## config.mk

```make
export PLATFORM = sky130hd
export DESIGN_NAME = chan_scan_ctrl
export DESIGN_NICKNAME = d
export VERILOG_FILES = /design/src/rtl/chan_scan_ctrl.sv
export SDC_FILE = /design/constraint.sdc
export NUM_CORES = 1
export LEC_CHECK = 0
export ABC_AREA = 1
export CAP_MARGIN = 5
export CORE_MARGIN = 2
export CORE_UTILIZATION = 49
export DETAILED_ROUTE_END_ITERATION = 6
export PLACE_DENSITY_LB_ADDON = 0.3
export RECOVER_POWER = 25
export SYNTH_ARGS = -nofsm -noshare
export SYNTH_HDL_FRONTEND = slang
export SYNTH_SLANG_ARGS = --single-unit
```

## constraint.sdc

```tcl
create_clock -name clk -period 1.6 [get_ports clk]
set_input_delay 0.32 -clock clk [delete_from_list [all_inputs] [get_ports clk]]
set_output_delay 0.32 -clock clk [all_outputs]
set_load 0.05 [all_outputs]
```

## src/rtl/chan_scan_ctrl.sv

```systemverilog
// chan_scan_ctrl: sequences a 4:1 downstream mux select through the enabled
// channels, holding each one for dwell+1 cycles, in single-frame or
// continuous mode.
// Optional feature macro: SCAN_MASK_EN adds the ch_mask input. Without it,
// all four channels are treated as enabled.
module chan_scan_ctrl #(
   parameter int unsigned DWELL_W = 4
) (
   input  logic               clk,
   input  logic               rst_n,
   input  logic               start,
   input  logic               stop,
   input  logic               continuous,
   input  logic [DWELL_W-1:0] dwell,
`ifdef SCAN_MASK_EN
   input  logic [3:0]         ch_mask,
`endif
   output logic [1:0]         sel,
   output logic               sel_valid,
   output logic               frame_done,
   output logic               busy
);

   localparam int unsigned N_CH = 4;

   typedef enum logic {
      IDLE = 1'b0,
      SCAN = 1'b1
   } state_t;

   state_t             state, nxt_state;
   logic [DWELL_W-1:0] cnt, nxt_cnt;
   logic [DWELL_W-1:0] dwell_q, nxt_dwell;
   logic [N_CH-1:0]    mask_q, nxt_mask;
   logic               cont_q, nxt_cont;
   logic               stop_q, nxt_stop;
   logic [1:0]         nxt_sel;
   logic               nxt_busy;
   logic               nxt_fd;
   logic               stop_eff;
   logic [N_CH-1:0]    mask_in;

`ifdef SCAN_MASK_EN
   assign mask_in = ch_mask;
`else
   assign mask_in = 4'hF;
`endif

   // Lowest enabled channel in a mask.
   function automatic logic [1:0] low_ch(input logic [N_CH-1:0] m);
      low_ch = 2'd0;
      for (int i = N_CH - 1; i >= 0; i--)
         if (m[i]) low_ch = 2'(i);
   endfunction

   // True if any channel above c is enabled.
   function automatic logic has_above(input logic [N_CH-1:0] m, input logic [1:0] c);
      has_above = 1'b0;
      for (int i = 0; i < int'(N_CH); i++)
         if (m[i] && (i > int'(c))) has_above = 1'b1;
   endfunction

   // Next enabled channel above c (c itself if none).
   function automatic logic [1:0] next_above(input logic [N_CH-1:0] m, input logic [1:0] c);
      next_above = c;
      for (int i = N_CH - 1; i >= 0; i--)
         if (m[i] && (i > int'(c))) next_above = 2'(i);
   endfunction

   assign stop_eff = stop_q | stop;

   // Next-state computation; frame_done is predicted one cycle ahead so it
   // can be registered and still coincide with the last dwell cycle.
   always_comb begin
      nxt_state = state;
      nxt_sel   = sel;
      nxt_cnt   = cnt;
      nxt_dwell = dwell_q;
      nxt_mask  = mask_q;
      nxt_cont  = cont_q;
      nxt_stop  = stop_q;
      case (state)
         IDLE: begin
            if (start && !stop && (mask_in != '0)) begin
               nxt_state = SCAN;
               nxt_sel   = low_ch(mask_in);
               nxt_cnt   = '0;
               nxt_dwell = dwell;
               nxt_mask  = mask_in;
               nxt_cont  = continuous;
               nxt_stop  = 1'b0;
            end
         end
         SCAN: begin
            if (cnt != dwell_q) begin
               nxt_cnt  = cnt + DWELL_W'(1);
               nxt_stop = stop_eff;
            end else if (stop_eff) begin
               nxt_state = IDLE;
               nxt_cnt   = '0;
               nxt_stop  = 1'b0;
            end else if (has_above(mask_q, sel)) begin
               nxt_sel = next_above(mask_q, sel);
               nxt_cnt = '0;
            end else if (cont_q && (mask_in != '0)) begin
               nxt_sel   = low_ch(mask_in);
               nxt_cnt   = '0;
               nxt_dwell = dwell;
               nxt_mask  = mask_in;
               nxt_cont  = continuous;
            end else begin
               nxt_state = IDLE;
               nxt_cnt   = '0;
               nxt_stop  = 1'b0;
            end
         end
         default: nxt_state = IDLE;
      endcase
      nxt_busy = (nxt_state == SCAN);
      nxt_fd   = nxt_busy && (nxt_cnt == nxt_dwell) && !has_above(nxt_mask, nxt_sel);
   end

   // State and registered outputs.
   always_ff @(posedge clk or negedge rst_n) begin
      if (!rst_n) begin
         state      <= IDLE;
         sel        <= 2'd0;
         cnt        <= '0;
         dwell_q    <= '0;
         mask_q     <= '0;
         cont_q     <= 1'b0;
         stop_q     <= 1'b0;
         sel_valid  <= 1'b0;
         busy       <= 1'b0;
         frame_done <= 1'b0;
      end else begin
         state      <= nxt_state;
         sel        <= nxt_sel;
         cnt        <= nxt_cnt;
         dwell_q    <= nxt_dwell;
         mask_q     <= nxt_mask;
         cont_q     <= nxt_cont;
         stop_q     <= nxt_stop;
         sel_valid  <= nxt_busy;
         busy       <= nxt_busy;
         frame_done <= nxt_fd;
      end
   end

endmodule

```

==> summary.txt <==
Status
  – Violated checks: setup timing
  – Outcome: complete, but fails checks

Place
  – Routability-driven placement congestion ratio: 0.909
  – Post-Place Worst Slack: -0.446 ns
  – Number of I/O port buffers: 13
  – Detailed placement HPWL: 2550 microns
  – Dpl cell area: 0.00166 sq mm
  – # placed instances: 245

Clocking
  – CTS tree: done
  – CTS HTree Levels: 1
  – CTS max path bufs: 2
  – Hold-fix buffers at CTS: 0
  – Clk slew on worst S/H paths: 0.10 ns
  – Clk_lat worst skew: 0.30 ns
  – Clock sink count: 17
  – CTS Buf Count: 3
  – CTS root buf: clkbuf_4

Drt
  – Wirelength per Cell: 14.0 microns
  – ANT nets after route: 0
  – Drt drc: 0
  – Initial DRC Count: 62
  – DR vias: 1384
  – Drt total wl: 3550 microns
  – Routed vias/inst: 5.45
  – DRT Pass-1 Iters: 4

Worst setup path
  – Crit end category: flop
  – Worst Setup Start Kind: flop
  – Most used cell, CP: nand2_1
  – Crit path cell chain: inv_1 -> nand2_1 -> nand2_1 -> nor2_2 -> nand2_4 -> nor2_4 -> nand2_4 -> nand2_2 -> nand3_1 -> nand3_2 -> nand2_1 -> nor2_1 -> nand2_1 -> nor2_2
  – Reg2Reg Depth: 14
  – Critical Path RT: 1.84 ns
  – R2r setup slk: -0.26 ns
  – Crit Path Max Fanout: 6
  – Worst EP arrival: 2.10 ns
  – Slowest stage cell, crit path: dfrtp_1
  – Crit Path Class: reg2reg
  – CP max stage delay: 0.40 ns

Final layout
  – Share of layout cells above drive strength 1: 35.8%
  – Most frequent cells in the layout: 46 x nand2_1, 37 x buf_4, 25 x nand3_1, 23 x inv_1, 14 x dfrtp_1
  – Diodes inserted: 0
  – Util after Layout: 78.1%
  – Area Overhead vs Synth: 46.8%
  – Fillers: 166
  – Layout Cells excl Fill: 254
  – Nets@finish: 237
  – Commonest non-fill, non-tap cell in the layout: nand2_1
  – Final instance area: 0.00176 sq mm

Min path
  – Min-delay worst type: reg2reg
  – WHS Path Cells: 2

Synth
  – Count of different cell masters after synthesis: 26
  – Seq cells post-synth: 17
  – Cell area after synthesis: 0.00120 sq mm
  – Mapped Nets: 183
  – Cell count after synthesis: 173
  – Mapped Avg Cell Area: 6.94 sq um
  – Seq/Total Area, Yosys: 35.5%
  – Syn. warnings: 0

Global route
  – Vias in the first global route: 1261
  – GRT Util Overall: 27.4%
  – Initial antenna violation count: 0
  – Global-route wire length before repair: 5580 microns
  – Largest net degree at the start of global routing: 18
  – Total grt overflow: 0

Timing
  – Setup violators final: 1
  – Hold WS: 0.510 ns
  – Final Hold Fails: 0
  – Max_slew headroom: 34.7%
  – Final min period: 1.86 ns
  – F_max: 537 MHz
  – Final worst-path cycle share: 116%
  – Sum of negative setup slack: -0.261 ns
  – Setup slack after layout: -0.261 ns
  – Clock skew: 0.000951 ns
  – RSZ-0062 raised after global routing: true
  – Final-report max-slew violation count: 0
  – Worst slew pin tran: 0.980 ns

Die
  – Die height: 53.5 microns
  – Core area: 0.00225 sq mm
  – Number of cell rows: 17
  – Die area: 0.00286 sq mm
  – Initial core utilization: 53.2%
  – # IOs: 14
  – Chip width: 53.5 microns

Power
  – Total Power: 3.39 mW
  – Maximum vdd drop: 1380 uV
  – Leak pwr: 0.935 nW
  – Power Dens Cells: 1930 mW/mm^2

Run
  – Max Cap Viol: 0
[per-layer routing]
layer,vias to the layer above,wire length [microns],global-route usage (%)
met5,-,0,0
met4,0,171,14.5
met3,22,325,5.08
met2,75,1670,42.8
met1,639,1380,35.3
li1,648,-,-
[state kept, by name, indices dropped and copies added (netlist names)]
| register | cells |
|---|---|
| sel | 2 |
| cnt | 4 |
| frame_done | 1 |
| state | 1 |
| dwell_q | 4 |
| mask_q | 3 |
| stop_q | 1 |
| cont_q | 1 |
[where the power goes]
| group | leakage [nW] | switching, mW | internal (mW) |
|---|---|---|---|
| Clock | 0.0150 | 0.143 | 0.0972 |
| Sequential | 0.197 | 0.160 | 0.584 |
| Combinational | 0.723 | 1.28 | 1.12 |
| Total | 0.935 | 1.59 | 1.81 |
[worst paths after layout]
kind,from,endpoint
min reg2reg,mask_q[3],mask_q[3]
max reg2reg,cnt[0],frame_done
min in group asynchronous,rst_n,stop_q
max,cnt[0],frame_done
min,mask_q[3],mask_q[3]
max in group asynchronous,rst_n,sel[1]
[cells in the mapped netlist]
library cell,number,area [sq um]
nand2_2,4,25.0
nor3_1,1,5.00
buf_2,1,5.00
ha_1,1,12.5
nor2_8,1,20.0
inv_1,24,90.1
a21boi_0,1,7.51
inv_2,5,18.8
o21ai_0,1,5.00
nand3_2,1,10.0
or2_4,1,8.76
xor2_1,1,8.76
nor2_4,2,22.5
dfrtp_1,17,425
nand3_4,1,17.5
nand2_4,3,33.8
buf_4,1,7.51
nor2_1,11,41.3
a21oi_1,8,40.0
nor2_2,4,25.0
nand2_1,50,188
o21ai_1,1,5.00
nand3_1,27,135
xnor2_1,2,17.5
o22ai_1,3,18.8
nand4_1,1,6.26
[critical path, delay by kind of cell, from the launching register on]
kind                   cells  cell delay [ns]
buffers and inverters      1             0.07
DFF                        1             0.40
and+or+nand+nor           13             1.32
[timing repair]
action	in CTS	in global routing
resized for setup	2	10
setup endpoints to repair	2	8
setup buffers	1	4
pin swaps	2	5
[logic make-up after synthesis]
group	Yosys count	share of synthesized area (%)
simple gates	107	44.8
buf+inv	31	10.1
flops	17	35.5
compound gates	14	6.36
xor+xnor	3	2.19
fa+ha+maj	1	1.04
[area by class of cell]
type / instances / area (sq um) / share of cell area [%]
sequential: 17 / 429 / 24.4
tap: 28 / 35.0 / 1.99
clock buffer: 4 / 26.3 / 1.49
timing repair buffer: 51 / 462 / 26.2
multi-input combinational: 125 / 701 / 39.8
inverter: 29 / 109 / 6.18
Note: power is estimated with default switching activity, not from simulation.
